### config.mk
export PLATFORM = sky130hd
export DESIGN_NAME = uint_fp_stream_converter_n_flat
export DESIGN_NICKNAME = d
export VERILOG_FILES = /design/src/rtl/uint_fp_stream_converter_n_if.sv /design/src/rtl/uint_fp_stream_converter_n.sv /design/src/flat_wrapper.sv
export SDC_FILE = /design/constraint.sdc
export NUM_CORES = 1
export LEC_CHECK = 0
export BUFFER_PORTS_ARGS = -buffer_cell sky130_fd_sc_hd__buf_4
export CORE_MARGIN = 4
export CORE_UTILIZATION = 52
export CTS_CLUSTER_SIZE = 20
export DETAILED_ROUTE_END_ITERATION = 16
export PLACE_DENSITY = 0.76
export RECOVER_POWER = 25
export REMOVE_ABC_BUFFERS = 1
export SLEW_MARGIN = 20
export SYNTH_ARGS = -nofsm -noshare
export SYNTH_HDL_FRONTEND = slang
export SYNTH_SLANG_ARGS = --single-unit
### constraint.sdc
create_clock -name clk_i -period 5.2 [get_ports clk_i]
set_input_delay 0.78 -clock clk_i [delete_from_list [all_inputs] [get_ports clk_i]]
set_output_delay 0.78 -clock clk_i [all_outputs]
set_load 0.01 [all_outputs]
### src/rtl/uint_fp_stream_converter_n_if.sv
// -----------------------------------------------------------------------------
// uint_fp_stream_converter_n_if
// Stream bundle for the multi-channel unsigned-integer to floating-point
// converter. It carries the input pixel stream (uint/col/row/valid with
// ready back to the source) and the converted output stream (fp/col/row/
// valid/sof/eof with ready from the sink).
//
//   slave  : converter side (consumes uint stream, produces fp stream)
//   master : environment side (source of uint stream, sink of fp stream)
//
// Signals
//   uint_i   CHANNELS x UINT_WIDTH  input pixels, one per channel
//   col_i    COORD_WIDTH            input column
//   row_i    COORD_WIDTH            input row
//   valid_i  1                      input beat valid
//   ready_o  1                      converter accepts input this cycle
//   fp_o     CHANNELS x FP_WIDTH    converted pixels
//   col_o    COORD_WIDTH            column aligned with fp_o
//   row_o    COORD_WIDTH            row aligned with fp_o
//   valid_o  1                      output beat valid
//   ready_i  1                      sink accepts output beat
//   sof_o    1                      output beat is (0,0)
//   eof_o    1                      output beat is the last pixel of a frame
// -----------------------------------------------------------------------------
interface uint_fp_stream_converter_n_if #(
   parameter int CHANNELS    = 2,
   parameter int UINT_WIDTH  = 8,
   parameter int FP_WIDTH    = 16,
   parameter int COORD_WIDTH = 16
);
   logic [CHANNELS-1:0][UINT_WIDTH-1:0] uint_i;
   logic [COORD_WIDTH-1:0]              col_i;
   logic [COORD_WIDTH-1:0]              row_i;
   logic                                valid_i;
   logic                                ready_o;
   logic [CHANNELS-1:0][FP_WIDTH-1:0]   fp_o;
   logic [COORD_WIDTH-1:0]              col_o;
   logic [COORD_WIDTH-1:0]              row_o;
   logic                                valid_o;
   logic                                ready_i;
   logic                                sof_o;
   logic                                eof_o;

   modport slave (
      input  uint_i, col_i, row_i, valid_i, ready_i,
      output ready_o, fp_o, col_o, row_o, valid_o, sof_o, eof_o
   );

   modport master (
      output uint_i, col_i, row_i, valid_i, ready_i,
      input  ready_o, fp_o, col_o, row_o, valid_o, sof_o, eof_o
   );
endinterface

### src/rtl/uint_fp_stream_converter_n.sv
// -----------------------------------------------------------------------------
// uint_fp_stream_converter_n
// Converts CHANNELS lock-step unsigned pixel streams to a sign/exponent/
// fraction floating-point format (bias 2^(EXP_WIDTH-1)-1, round to nearest
// even), carrying col/row at matched latency. Two register stages with
// ready/valid backpressure; a stalled output holds the whole pipeline.
// Also checks the incoming raster order and counts delivered frames.
//
// Ports
//   clk_i          clock
//   rst_i          synchronous reset, active-low
//   bus            stream bundle (slave modport), see the interface file
//   coord_err_o    sticky: an accepted input coordinate was out of sequence
//   frame_count_o  number of eof beats accepted downstream, wraps at 2^16
// -----------------------------------------------------------------------------
module uint_fp_stream_converter_n #(
   parameter int CHANNELS     = 2,
   parameter int UINT_WIDTH   = 8,
   parameter int EXP_WIDTH    = 5,
   parameter int FRAC_WIDTH   = 10,
   parameter int IMAGE_WIDTH  = 512,
   parameter int IMAGE_HEIGHT = 400,
   parameter int COORD_WIDTH  = 16
) (
   input  logic                              clk_i,
   input  logic                              rst_i,
   uint_fp_stream_converter_n_if.slave       bus,
   output logic                              coord_err_o,
   output logic [15:0]                       frame_count_o
);
   localparam int FP_WIDTH   = 1 + EXP_WIDTH + FRAC_WIDTH;
   localparam int LZ_WIDTH   = $clog2(UINT_WIDTH + 1);
   localparam int BIAS       = (1 << (EXP_WIDTH - 1)) - 1;
   localparam int TAIL_WIDTH = UINT_WIDTH + FRAC_WIDTH;

   typedef logic [UINT_WIDTH-1:0] uint_t;
   typedef logic [LZ_WIDTH-1:0]   lz_t;
   typedef logic [FP_WIDTH-1:0]   fp_t;

   // Leading-zero count; a zero input reports UINT_WIDTH.
   function automatic lz_t lzc_f(input uint_t x);
      lz_t lz;
      lz = LZ_WIDTH'(UINT_WIDTH);
      for (int i = 0; i < UINT_WIDTH; i++) begin
         if (x[i]) lz = LZ_WIDTH'(UINT_WIDTH - 1 - i);
      end
      return lz;
   endfunction

   // Round to nearest even; the extra top bit is the mantissa carry.
   function automatic logic [FRAC_WIDTH:0] rne_f(input logic [FRAC_WIDTH-1:0] frac,
                                                 input logic guard,
                                                 input logic sticky);
      logic up;
      up = guard & (sticky | frac[0]);
      return {1'b0, frac} + {{FRAC_WIDTH{1'b0}}, up};
   endfunction

   // Normalise with the stage-1 count, drop the hidden bit, round and pack.
   // The tail is zero-padded so that short inputs simply left-align and
   // produce guard = sticky = 0.
   function automatic fp_t pack_f(input uint_t x, input lz_t lz);
      uint_t                   norm;
      logic [TAIL_WIDTH-1:0]   tail;
      logic [FRAC_WIDTH:0]     rnd;
      logic [EXP_WIDTH-1:0]    e;
      norm = x << lz;
      tail = {norm[UINT_WIDTH-2:0], {(FRAC_WIDTH + 1){1'b0}}};
      rnd  = rne_f(tail[TAIL_WIDTH-1 -: FRAC_WIDTH], tail[UINT_WIDTH-1],
                   |tail[UINT_WIDTH-2:0]);
      e    = EXP_WIDTH'(BIAS + UINT_WIDTH - 1 - int'(lz) + int'(rnd[FRAC_WIDTH]));
      if (x == '0) return '0;
      return {1'b0, e, rnd[FRAC_WIDTH-1:0]};
   endfunction

   logic en, accept;

   logic [CHANNELS-1:0][LZ_WIDTH-1:0]   lz_d;
   logic                                sof_d, eof_d;
   logic [CHANNELS-1:0][UINT_WIDTH-1:0] uint_p1_q;
   logic [CHANNELS-1:0][LZ_WIDTH-1:0]   lz_p1_q;
   logic [COORD_WIDTH-1:0]              col_p1_q, row_p1_q;
   logic                                sof_p1_q, eof_p1_q, vld_p1_q;

   logic [CHANNELS-1:0][FP_WIDTH-1:0]   fp_d;
   logic [CHANNELS-1:0][FP_WIDTH-1:0]   fp_p2_q;
   logic [COORD_WIDTH-1:0]              col_p2_q, row_p2_q;
   logic                                sof_p2_q, eof_p2_q, vld_p2_q;

   logic [COORD_WIDTH-1:0]              ec_d, ec_q, er_d, er_q;
   logic                                err_d, err_q;
   logic [15:0]                         frame_count_d, frame_count_q;

   assign en          = ~vld_p2_q | bus.ready_i;
   assign bus.ready_o = en & rst_i;
   assign accept      = bus.valid_i & bus.ready_o;

   // ---- stage 1: capture input, leading-zero count, frame-position flags ----
   always_comb begin
      lz_d = '0;
      for (int ch = 0; ch < CHANNELS; ch++) lz_d[ch] = lzc_f(bus.uint_i[ch]);
      sof_d = accept && (bus.col_i == '0) && (bus.row_i == '0);
      eof_d = accept && (bus.col_i == COORD_WIDTH'(IMAGE_WIDTH - 1))
                     && (bus.row_i == COORD_WIDTH'(IMAGE_HEIGHT - 1));
   end

   always_ff @(posedge clk_i) begin
      if (!rst_i) begin
         vld_p1_q <= 1'b0;
         sof_p1_q <= 1'b0;
         eof_p1_q <= 1'b0;
      end else if (en) begin
         vld_p1_q <= accept;
         sof_p1_q <= sof_d;
         eof_p1_q <= eof_d;
      end
   end

   always_ff @(posedge clk_i) begin
      if (accept) begin
         uint_p1_q <= bus.uint_i;
         lz_p1_q   <= lz_d;
         col_p1_q  <= bus.col_i;
         row_p1_q  <= bus.row_i;
      end
   end

   // ---- stage 2: normalise, round, pack; these registers drive the outputs ----
   always_comb begin
      fp_d = '0;
      for (int ch = 0; ch < CHANNELS; ch++) fp_d[ch] = pack_f(uint_p1_q[ch], lz_p1_q[ch]);
   end

   always_ff @(posedge clk_i) begin
      if (!rst_i) begin
         vld_p2_q <= 1'b0;
         sof_p2_q <= 1'b0;
         eof_p2_q <= 1'b0;
         fp_p2_q  <= '0;
         col_p2_q <= '0;
         row_p2_q <= '0;
      end else if (en) begin
         vld_p2_q <= vld_p1_q;
         sof_p2_q <= sof_p1_q;
         eof_p2_q <= eof_p1_q;
         fp_p2_q  <= fp_d;
         col_p2_q <= col_p1_q;
         row_p2_q <= row_p1_q;
      end
   end

   assign bus.fp_o    = fp_p2_q;
   assign bus.col_o   = col_p2_q;
   assign bus.row_o   = row_p2_q;
   assign bus.valid_o = vld_p2_q;
   assign bus.sof_o   = sof_p2_q;
   assign bus.eof_o   = eof_p2_q;

   // Coordinate checker: the next expectation follows the received
   // coordinate, so a single glitch is flagged once and then resynchronised.
   always_comb begin
      ec_d  = ec_q;
      er_d  = er_q;
      err_d = err_q;
      if (accept) begin
         if ((bus.col_i != ec_q) || (bus.row_i != er_q)) err_d = 1'b1;
         if (bus.col_i == COORD_WIDTH'(IMAGE_WIDTH - 1)) begin
            ec_d = '0;
            er_d = (bus.row_i == COORD_WIDTH'(IMAGE_HEIGHT - 1)) ? '0
                   : bus.row_i + COORD_WIDTH'(1);
         end else begin
            ec_d = bus.col_i + COORD_WIDTH'(1);
            er_d = bus.row_i;
         end
      end
   end

   always_comb begin
      frame_count_d = frame_count_q;
      if (vld_p2_q && bus.ready_i && eof_p2_q) frame_count_d = frame_count_q + 16'd1;
   end

   always_ff @(posedge clk_i) begin
      if (!rst_i) begin
         ec_q          <= '0;
         er_q          <= '0;
         err_q         <= 1'b0;
         frame_count_q <= '0;
      end else begin
         ec_q          <= ec_d;
         er_q          <= er_d;
         err_q         <= err_d;
         frame_count_q <= frame_count_d;
      end
   end

   assign coord_err_o   = err_q;
   assign frame_count_o = frame_count_q;
endmodule

### src/flat_wrapper.sv
// flat-port wrapper written by rule: the top's interface ports become plain ports
module uint_fp_stream_converter_n_flat 
#(
   parameter int CHANNELS     = 2,
   parameter int UINT_WIDTH   = 8,
   parameter int EXP_WIDTH    = 5,
   parameter int FRAC_WIDTH   = 10,
   parameter int IMAGE_WIDTH  = 512,
   parameter int IMAGE_HEIGHT = 400,
   parameter int COORD_WIDTH  = 16
)
  (clk_i, rst_i, coord_err_o, frame_count_o, bus_uint_i, bus_col_i, bus_row_i, bus_valid_i, bus_ready_i, bus_ready_o, bus_fp_o, bus_col_o, bus_row_o, bus_valid_o, bus_sof_o, bus_eof_o);
  uint_fp_stream_converter_n_if #(.CHANNELS(CHANNELS), .UINT_WIDTH(UINT_WIDTH), .FP_WIDTH(16), .COORD_WIDTH(COORD_WIDTH)) bus_i ();
  input  logic clk_i;
  input  logic rst_i;
  output logic coord_err_o;
  output logic [15:0] frame_count_o;
  input wire logic [$bits(bus_i.uint_i)-1:0] bus_uint_i;
  input wire logic [$bits(bus_i.col_i)-1:0] bus_col_i;
  input wire logic [$bits(bus_i.row_i)-1:0] bus_row_i;
  input wire logic [$bits(bus_i.valid_i)-1:0] bus_valid_i;
  input wire logic [$bits(bus_i.ready_i)-1:0] bus_ready_i;
  output wire logic [$bits(bus_i.ready_o)-1:0] bus_ready_o;
  output wire logic [$bits(bus_i.fp_o)-1:0] bus_fp_o;
  output wire logic [$bits(bus_i.col_o)-1:0] bus_col_o;
  output wire logic [$bits(bus_i.row_o)-1:0] bus_row_o;
  output wire logic [$bits(bus_i.valid_o)-1:0] bus_valid_o;
  output wire logic [$bits(bus_i.sof_o)-1:0] bus_sof_o;
  output wire logic [$bits(bus_i.eof_o)-1:0] bus_eof_o;
  assign bus_i.uint_i = bus_uint_i;
  assign bus_i.col_i = bus_col_i;
  assign bus_i.row_i = bus_row_i;
  assign bus_i.valid_i = bus_valid_i;
  assign bus_i.ready_i = bus_ready_i;
  assign bus_ready_o = bus_i.ready_o;
  assign bus_fp_o = bus_i.fp_o;
  assign bus_col_o = bus_i.col_o;
  assign bus_row_o = bus_i.row_o;
  assign bus_valid_o = bus_i.valid_o;
  assign bus_sof_o = bus_i.sof_o;
  assign bus_eof_o = bus_i.eof_o;
  uint_fp_stream_converter_n #(.CHANNELS(CHANNELS), .UINT_WIDTH(UINT_WIDTH), .EXP_WIDTH(EXP_WIDTH), .FRAC_WIDTH(FRAC_WIDTH), .IMAGE_WIDTH(IMAGE_WIDTH), .IMAGE_HEIGHT(IMAGE_HEIGHT), .COORD_WIDTH(COORD_WIDTH)) u_core (.clk_i(clk_i), .rst_i(rst_i), .bus(bus_i), .coord_err_o(coord_err_o), .frame_count_o(frame_count_o));
endmodule
==> summary.txt, run 1 <==
Run status
  • Run status: finished, final reports clean

Critical path
  • CP endpoint kind: register
  • CP Max Fanout: 45
  • CP Data Arrival Time: 3600 ps
  • WS Path Type: primary input to register
  • Crit start category: primary input
  • Crit path required time: 5550 ps

Synth
  • Synth Area in Compound Gates: 10.0%
  • Post-synth top flop: dfxtp_1
  • Unique masters post-synth: 48
  • Yosys top cell by area: dfxtp_1
  • Count leader, synth: nand2_1
  • Post-synthesis mux area share: 1.68%
  • Main combinational cell family by area after synthesis: simple AND/OR/NAND/NOR gates
  • Number of synthesized flops with an enable pin: 56
  • Register bit total from synthesis: 167
  • Post-synth ARST share: 0%
  • Synth Warn #: 0
  • Mapped Area: 0.00728 sq mm
  • Syn avg cell area: 9.77 sq um
  • Yosys top cell area share: 30.5%
  • Commonest cells in the netlist: 122 x nand2_1, 111 x dfxtp_1, 60 x nor2_1, 60 x xor2_1, 56 x edfxtp_1
  • Xor/xnor share of the synthesized area: 9.38%
  • Sequential element share of the synthesized area: 53.6%
  • Post-synthesis simple-gate area fraction: 19.1%
  • Synth area leaders: dfxtp_1 31%, edfxtp_1 23%, xor2_1 7.2%, nand2_1 6.3%, a21oi_1 3.6%
  • Adder-cell share of the synthesized area: 1.20%
  • Mapped Cells: 745

Floorplan
  • Die Height: 126 um
  • Core footprint: 0.0135 sq mm
  • IO Pins: 137
  • Chip Width: 126 um
  • Site Rows: 42
  • Die footprint: 0.0160 sq mm
  • Initial Util: 54.1%

Pwr
  • Internal power: 2330 uW
  • Combinational power share: 8.5%
  • Total power: 3020 uW
  • Net Sw Power: 684 uW
  • VDD IR max: 0.224 mV
  • Net Sw Frac: 22.7%
  • Pwr per Cell Area: 349 mW/mm^2
  • Sequential share of power: 48.2%
  • Leakage power total: 0.00344 uW
  • Clock share of power: 43.3%

Place
  • Pre-CTS setup slack: 1490 ps
  • RePlAce Congestion: 0.865
  • Port buffer count: 128
  • Detailed placer's ending HPWL: 11.7 mm
  • Placed cells: 1011

STA
  • Clock skew: 7.48 ps
  • Final setup violation count: 0
  • Fin. max-slew vios: 0
  • Post-route setup slack: 1950 ps
  • Setup TNS: 0 ps
  • Part of the cycle the worst path needs: 62.6%
  • Fin. Hold Viols: 0
  • Final min period: 3250 ps
  • Slew margin rel.: 19.8%
  • RSZ-0062 raised after global routing: no
  • Slew of the pin with the lowest slew margin: 1200 ps
  • Max Fclk: 307 MHz

Clocking
  • Worst-path clk slew: 60 ps
  • Clk Latency, worst-skew pair: 420 ps
  • Post-CTS setup buffers: 0
  • CTS Hold Buffers Added: 0
  • CTS max path bufs: 2
  • Cts repair resizes: 0
  • CTS root buf: clkbuf_16
  • Total CTS buffers: 17
  • CTS tree: done
  • Htree depth: 4
  • Clock Sinks: 167

GRT
  • Met3 Use GR: 4.75%
  • Initial antenna violation count: 0
  • Met2 Use GR: 35.0%
  • Vias in the first global route: 5442
  • Grt peak-use layer: met2
  • Gr usage total: 20.7%
  • Pin count of the biggest net entering global routing: 46
  • First-pass GRT wire length: 26.7 mm
  • GR Overflow Total: 0
  • Met1 usage: 26.0%

Detailed routing
  • Drt wl/cell: 15.8 um
  • Vias/cell: 5.44
  • DRC Markers: 0
  • Routed Antenna Nets: 0
  • Via Count: 5675
  • Initial DRC count: 431
  • Routed Wire Length: 16.5 mm
  • Drt pass-1 iters: 6

Flow run
  • Max-Cap Viols: 0

Final layout
  • Ratio of cells with drive above 1 in the final layout: 14.2%
  • FILL cells: 1140
  • N_diodes: 0
  • Synthesis-to-layout area growth: 18.7%
  • Final cell count without fillers: 1043
  • FF+latch area: 0.00390 sq mm
  • Final net count: 913
  • Multi-input gate area: 0.00306 sq mm

Min path
  • Hold Path Class: register to register
==> metal layers <==
metal	up-vias	routed length [um]
met1	2675	7100
met2	176	8150
met4	0	215
met3	17	1020
met5	-	0
li1	2807	-
==> logic make-up (layout without fill, tap and decap cells) <==
kind of cell | count (synthesis) | in the layout
simple gates | 294 | 294
flops | 167 | 167
compound gates | 124 | 124
xor+xnor | 78 | 78
buf+inv | 62 | 177
mux | 12 | 12
fa+ha+maj | 7 | 7
other cells | 1 | 8
==> flip-flops by register name (all words and copies together), names as in the netlist <==
| name | count |
|---|---|
| u_core.bus.fp_o | 24 |
| u_core.bus.col_o | 16 |
| u_core.bus.row_o | 16 |
| u_core.col_p1_q | 16 |
| u_core.ec_q | 16 |
| u_core.er_q | 16 |
| u_core.frame_count_o | 16 |
| u_core.row_p1_q | 16 |
| u_core.uint_p1_q | 16 |
| u_core.lz_p1_q | 8 |
| u_core.bus.eof_o | 1 |
| u_core.bus.sof_o | 1 |
| u_core.bus.valid_o | 1 |
| u_core.coord_err_o | 1 |
| u_core.eof_p1_q | 1 |
| u_core.sof_p1_q | 1 |
| u_core.vld_p1_q | 1 |
==> path summary, 6_finish.rpt <==
check	slack, ps	depth (start not counted)	startpoint	endpoint
worst min-delay path	450	2	u_core.bus.fp_o[24]	u_core.bus.fp_o[24]
worst max register to register	2110	7	u_core.bus.valid_o	u_core.ec_q[1]
worst min register to register	450	2	u_core.bus.fp_o[24]	u_core.bus.fp_o[24]
worst max-delay path	1950	8	bus_ready_i	u_core.ec_q[1]
==> placed cells by master (no fill, tap or decap), drive strengths merged, types with 9 or more instances in the layout <==
cell    synthesis  layout
dfxtp         111     111
mux2i          10      10
o21ai          37      37
nand2         122     122
nor2           60      60
clkbuf         29      73
a22o           13      13
nor3           14      14
a211oi         13      13
xor2           60      60
edfxtp         56      56
and3            9       9
xnor2          18      18
buf            17      82
a21oi          53      53
nand3          27      27
inv            14      14
nor4           20      20
nand4          15      15
==> power by group through the flow <==
stage	clock [uW]	combinational, uW	sequential (uW)
detailed placement	0	274	1480
floorplan	0	125	1490
global route	1380	284	1460
global placement	0	266	1480
finish	1310	257	1450
CTS	1320	276	1450
==> area by class of cell <==
class / instances / area share (%)
Multi-Input combinational cell: 523 / 35.4
Clock inverter: 8 / 1.71
Tap cell: 176 / 2.55
Clock buffer: 24 / 5.34
Timing Repair Buffer: 131 / 9.25
Sequential cell: 167 / 45.2
Inverter: 14 / 0.608
==> critical path: stages <==
cell and delay (ps):
buf_4 100, nand2b_1 100, buf_4 350, nand3_1 580
inv_2 760, buf_4 560, nand3_1 150, a21oi_1 190
==> per-stage QoR <==
| step | instance area, sq um | hold slack, ps | utilization (%) |
|---|---|---|---|
| finish | 8640 | 451 | 64.2 |
| detailed placement | 8220 | 445 | 61.1 |
| CTS | 8820 | 455 | 65.6 |
| global placement | 8220 | 438 | 61.1 |
| floorplan | 7000 | 423 | - |
| global route | 8640 | 472 | 64.2 |
(Power assumes the default switching activity.)
==> run 2, diff against run 1 <==
ABC_AREA = 1   (was default)
CORE_UTILIZATION = 51   (was 52)
clock period = 2.8 ns   (was 5.2 ns; I/O delays follow)
==> summary.txt, run 2 <==
Run status
  • Run status: finished, final reports clean

Final layout
  • Commonest non-fill, non-tap cells in the layout: 350 x nand2_1, 111 x dfxtp_1, 103 x nand3_1, 100 x inv_1, 75 x nor2_1
  • Post-route cell area: 0.00945 sq mm (+9.3%)
  • Final net count: 1236 (+35%)
  • FILL cells: 1430 (+25%)
  • Final cell count without fillers: 1401 (+34%)
  • Synthesis-to-layout area growth: 17.4%
  • Commonest non-fill, non-tap cell in the layout: nand2_1
  • Max reg flops: 24 (unchanged)
  • N_diodes: 0 (unchanged)
  • Ratio of cells with drive above 1 in the final layout: 11.9% (-2.3 points)

STA
  • RSZ-0062 raised after global routing: no
  • Part of the cycle the worst path needs: 78.2%
  • Max Fclk: 457 MHz
  • Clock skew: 10.5 ps (+3.00 ps)
  • Fin. Hold Viols: 0 (unchanged)
  • Final setup violation count: 0 (unchanged)
  • Slew margin rel.: 58.9% (+39 points)
  • Slew of the pin with the lowest slew margin: 617 ps (-584 ps)
  • Final min period: 2190 ps
  • Fin. max-slew vios: 0 (unchanged)
  • Setup TNS: 0 ps (unchanged)

Clocking
  • Worst-path clk slew: 70 ps (about the same)
  • Htree depth: 4 (unchanged)
  • Total CTS buffers: 17 (unchanged)
  • CTS Hold Buffers Added: 0 (unchanged)
  • CTS tree: done
  • CTS max path bufs: 2 (unchanged)
  • Clk Latency, worst-skew pair: 430 ps (about the same)
  • Cts repair resizes: 0 (unchanged)
  • Clock Sinks: 167 (unchanged)
  • Post-CTS setup buffers: 0 (unchanged)
  • CTS root buf: clkbuf_16

Place
  • Placed cell area: 0.00913 sq mm (+11%)
  • Placed cells: 1369 (+35%)
  • Port buffer count: 128 (unchanged)
  • Detailed placer's ending HPWL: 13.3 mm (+14%)
  • RePlAce Congestion: 0.891 (+3.0%)

Pwr
  • Combinational power share: 10.2% (+1.7 points)
  • VDD IR max: 0.420 mV (+88%)
  • Clock share of power: 40.5% (-2.8 points)
  • Net Sw Power: 1400 uW (+100%)
  • Leakage power total: 0.00404 uW (+18%)
  • Total power: 5440 uW (+80%)
  • Pwr per Cell Area: 576 mW/mm^2 (+65%)
  • Net Sw Frac: 25.7% (+3.0 points)
  • Internal power: 4040 uW (+73%)
  • Sequential share of power: 49.3% (+1.1 points)

Flow run
  • Max-Cap Viols: 0 (unchanged)

Synth
  • Mapped Area: 0.00805 sq mm (+10%)
  • Synth Warn #: 0 (unchanged)
  • Unique masters post-synth: 41 (-15%)
  • Post-synth ARST share: 0% (unchanged)
  • Number of synthesized flops with an enable pin: 56 (unchanged)
  • Register bit total from synthesis: 167 (unchanged)
  • Count leader, synth: nand2_1
  • Yosys top cell area share: 27.6% (-2.9 points)
  • Syn avg cell area: 7.58 sq um (-22%)
  • Mapped Cells: 1062 (+43%)
  • Commonest cells in the netlist: 350 x nand2_1, 111 x dfxtp_1, 102 x nand3_1, 100 x inv_1, 73 x nor2_1
  • Post-synth top flop: dfxtp_1
  • Yosys top cell by area: dfxtp_1
  • Synth area leaders: dfxtp_1 28%, edfxtp_1 21%, nand2_1 16%, nand3_1 6.3%, inv_1 4.7%
  • Sequential element share of the synthesized area: 48.5% (-5.1 points)

Critical path
  • CP Data Arrival Time: 1770 ps (-1830 ps)
  • Worst flop-to-flop path startpoint: u_core.bus.valid_o
  • Flop-to-flop setup slack: 1000 ps (-1110 ps)
  • CP Max Fanout: 33 (-27%)
  • Crit start category: register
  • CP endpoint kind: output pin
  • WS Path Type: register to output pin
  • Setup crit start: u_core.bus.valid_o
  • Crit path required time: 2380 ps (-3170 ps)

Min path
  • Hold_sp: bus_uint_i[13]
  • Hold Path Class: primary input to register

Detailed routing
  • Max Used Layer: met4
  • Via Count: 7082 (+25%)
  • Drt wl/cell: 13.3 um (-16%)
  • Drt pass-1 iters: 7 (+1)
  • Metal-1 WL: 8.55 mm (+21%)
  • DRC Markers: 0 (unchanged)
  • Met3 wire length: 1.14 mm (+11%)
  • Initial DRC count: 438 (+1.6%)
  • Vias/cell: 5.05 (-7.1%)
  • Routed Antenna Nets: 0 (unchanged)
  • WL met2: 8.53 mm (+4.7%)
  • Routed Wire Length: 18.6 mm (+13%)

GRT
  • Gr usage total: 20.7% (about the same)
  • Vias in the first global route: 6341 (+17%)
  • Initial antenna violation count: 0 (unchanged)
  • GR Overflow Total: 0 (unchanged)
  • Pin count of the biggest net entering global routing: 60 (+30%)
  • First-pass GRT wire length: 30.2 mm (+13%)

Floorplan
  • Die Height: 134 um (+5.8%)
  • IO Pins: 137 (unchanged)
  • Chip Width: 134 um (+5.8%)
  • Initial Util: 52.5% (-1.6 points)
  • Core footprint: 0.0153 sq mm (+14%)
  • Site Rows: 45 (+7.1%)
  • Die footprint: 0.0178 sq mm (+12%)
[run 2: cell count changes in the layout (fill, tap and decap cells not counted), sizes merged, moves of 9 or more]
| cell | before | now |
|---|---|---|
| and3 | 9 | 0 |
| nor3 | 14 | 4 |
| a211oi | 13 | 1 |
| mux2i | 10 | 0 |
| nand3 | 27 | 110 |
| a22o | 13 | 0 |
| nor2 | 60 | 82 |
| nor4 | 20 | 3 |
| xor2 | 60 | 8 |
| a21oi | 53 | 68 |
| inv | 14 | 111 |
| o21ai | 37 | 51 |
| nand2 | 122 | 355 |
[run 2: cell type report]
class,instances,area (sq um),share of cell area (%)
multi-input cells,746,3490,36.9
flip-flops and latches,167,3900,41.3
repair buffers,136,825,8.73
clock inverters,14,125,1.32
well taps,211,264,2.79
inverters,109,414,4.38
clock buffers,18,429,4.54
[run 2: power by group through the flow]
stage / clock, uW / combinational, uW / sequential [uW]
2_1_floorplan: 0 / 292 / 2740
3_3_place_gp: 0 / 585 / 2730
3_5_place_dp: 0 / 595 / 2730
4_1_cts: 2240 / 597 / 2680
5_1_grt: 2350 / 625 / 2690
6_report: 2210 / 556 / 2680
[run 2: per-layer routing]
layer | up-vias | global-route usage (%)
met1 | 3202 | 28.2
li1 | 3652 | -
met5 | - | 0
met4 | 0 | 8.34
met2 | 202 | 32.2
met3 | 26 | 4.42
[run 2: per-stage QoR]
step | utilization, % | setup slack, ps | hold slack (ps)
after floorplan | - | 101 | 412
after global placement | 59.6 | 858 | 413
after detailed placement | 59.6 | 825 | 420
after CTS | 63.2 | 616 | 166
after global routing | 61.7 | 473 | 185
final | 61.7 | 610 | 203
[run 2: critical path, cell delays in order, from the launching register on]
cell	delay, ps
dfxtp_1	350
inv_1	50
nor2_1	200
inv_4	120
nand2_2	110
inv_2	50
buf_4	240
buf_4	190
[run 2: path summary, 6_finish.rpt]
check                                       endpoint  cells after the start
worst min-delay path            u_core.uint_p1_q[13]                      1
worst max-delay path                     bus_ready_o                      7
worst min register to register   u_core.bus.row_o[9]                      2
worst max register to register        u_core.er_q[1]                     13
[run 2: logic make-up after synthesis]
kind of cell             synth area share (%)
buffers and inverters                    8.29
AO/OA/AOI/OAI                            8.88
flip-flops                               48.5
XOR/XNOR                                 2.50
other                                  0.0466
adder cells (fa/ha/maj)                  1.09
AND/OR/NAND/NOR                          30.7
==> run 3, diff against run 2 <==
ABC_AREA = 0   (was 1)
CORE_UTILIZATION = 50   (was 51)
clock period = 1.95 ns   (was 2.8 ns; I/O delays follow)
==> summary.txt, run 3 (synthesized netlist as in run 1, its figures left out) <==
Clocking
  • Post-CTS setup buffers: 0 (unchanged)
  • Total CTS buffers: 17 (unchanged)
  • CTS max path bufs: 2 (unchanged)
  • Worst-path clk slew: 60 ps (about the same)
  • CTS tree: done
  • Htree depth: 4 (unchanged)
  • Cts repair resizes: 0 (unchanged)
  • CTS Hold Buffers Added: 0 (unchanged)
  • CTS root buf: clkbuf_16
  • Clock Sinks: 167 (unchanged)
  • Clk Latency, worst-skew pair: 420 ps (about the same)

Detailed routing
  • Vias/cell: 5.26 (+4.1%)
  • Routed Antenna Nets: 0 (unchanged)
  • Initial DRC count: 274 (-37%)
  • Drt pass-1 iters: 4 (-3)
  • Via Count: 5793 (-18%)
  • DRC Markers: 0 (unchanged)
  • Routed Wire Length: 16.9 mm (-9.3%)
  • Drt wl/cell: 15.3 um (+15%)

Floorplan
  • Die footprint: 0.0166 sq mm (-7.2%)
  • IO Pins: 137 (unchanged)
  • Chip Width: 129 um (-3.7%)
  • Core footprint: 0.0141 sq mm (-8.0%)
  • Initial Util: 51.7% (-0.87 points)
  • Die Height: 129 um (-3.7%)
  • Site Rows: 43 (-4.4%)

GRT
  • GR Overflow Total: 0 (unchanged)
  • Gr usage total: 20.5% (-0.19 points)
  • First-pass GRT wire length: 27.0 mm (-11%)
  • Initial antenna violation count: 0 (unchanged)
  • Pin count of the biggest net entering global routing: 36 (-40%)
  • Vias in the first global route: 5505 (-13%)

Critical path
  • Critical R2R Capture: u_core.sof_p1_q
  • CP Max Fanout: 9 (-73%)
  • Crit start category: primary input
  • Crit path cell chain: buf_4 -> or4_4 -> or4_4 -> buf_4 -> a221oi_1 -> nor2_1
  • Flop-to-flop setup slack: 260 ps (-740 ps)
  • Slowest-stage cell, CP: or4_4
  • CP Data Arrival Time: 2200 ps (+430 ps)
  • CP endpoint kind: register
  • CP max stage delay: 650 ps (+300 ps)
  • WS Path Type: primary input to register
  • Crit path required time: 2260 ps (-120 ps)
  • Worst flop-to-flop path startpoint: u_core.bus.valid_o
  • R2r worst-path depth: 6 (-7)
  • CP bufs+invs: 2 (-3)
  • Crit path max-delay family: simple AND/OR/NAND/NOR gates

Pwr
  • Total power: 7880 uW (+45%)
  • Pwr per Cell Area: 876 mW/mm^2 (+52%)
  • VDD IR max: 0.590 mV (+40%)
  • Leakage power total: 0.00364 uW (-10%)

STA
  • Max Fclk: 529 MHz
  • Final min period: 1890 ps
  • Slew of the pin with the lowest slew margin: 663 ps (+45.7 ps)
  • RSZ-0062 raised after global routing: no
  • Slew margin rel.: 55.8% (-3.0 points)
  • Worst hold slack: 108 ps (-95.1 ps)
  • Final setup violation count: 0 (unchanged)
  • Part of the cycle the worst path needs: 97.0%
  • Clock skew: 8.44 ps (-2.05 ps)
  • Fin. max-slew vios: 0 (unchanged)
  • Fin. Hold Viols: 0 (unchanged)

Place
  • Port buffer count: 128 (unchanged)
  • Placed cells: 1069 (-22%)
  • Placed cell area: 0.00865 sq mm (-5.2%)
  • RePlAce Congestion: 0.897 (+0.65%)
  • Detailed placer's ending HPWL: 12.4 mm (-6.8%)

Final layout
  • Post-route cell area: 0.00900 sq mm (-4.7%)
  • Synthesis-to-layout area growth: 23.6%
  • Final net count: 967 (-22%)
  • N_diodes: 0 (unchanged)
  • Ratio of cells with drive above 1 in the final layout: 18.2% (+6.3 points)
  • Max reg flops: 24 (unchanged)
  • Layout Utilization: 63.9% (+2.2 points)
  • FILL cells: 1235 (-14%)
  • Commonest non-fill, non-tap cells in the layout: 122 x nand2_1, 119 x buf_4, 111 x dfxtp_1, 66 x clkbuf_1, 60 x xor2_1
  • Final cell count without fillers: 1101 (-21%)
  • Commonest non-fill, non-tap cell in the layout: nand2_1

Run status
  • Run status: finished, final reports clean

Min path
  • Hold Path Class: primary input to register
  • Hold Path Depth: 1 (unchanged)
  • Hold_sp: bus_uint_i[9]
  • Hold EP: u_core.uint_p1_q[9]

Flow run
  • Max-Cap Viols: 0 (unchanged)
run 3: power by group:
part / switching, uW / total (uW) / internal [uW]
Combinational: 438 / 756 / 318
Clock: 1350 / 3260 / 1910
Sequential: 98.6 / 3870 / 3770
Total: 1880 / 7880 / 6000
run 3: stage by stage:
step	setup WS, ps	setup TNS [ps]
3_3_place_gp	-346	-4210
2_1_floorplan	-2020	-142430
6_report	58.5	0
5_1_grt	10.7	0
4_1_cts	0.601	0
3_5_place_dp	-390	-5080
run 3: cell type report:
class	instances	area, sq um	area share, %
clock buffers	22	487	5.41
clock inverters	10	91.3	1.01
inverters	14	52.6	0.584
multi-input cells	523	3060	34.0
flip-flops and latches	167	3900	43.4
well taps	180	225	2.50
repair buffers	185	1180	13.1
run 3: worst max-delay path by stage:
stage	cells past startpoint	slack (ps)	startpoint	to
finish	6	60	bus_col_i[13]	u_core.er_q[1]
global route	6	10	bus_col_i[13]	u_core.er_q[12]
CTS	4	0.6	u_core.bus.valid_o	bus_ready_o
detailed placement	6	-390	bus_col_i[13]	u_core.er_q[11]
global placement	6	-350	bus_col_i[13]	u_core.er_q[12]
floorplan	6	-2020	u_core.bus.valid_o	u_core.er_q[14]
run 3: per-layer routing:
layer  wire length, um  vias to the layer above  global-route usage (%)
met5                 0                        -                       0
met4               184                        0                    5.31
met3               975                       17                    5.31
met2              8320                      168                    35.0
met1              7380                     2704                    25.9
li1                  -                     2904                       -
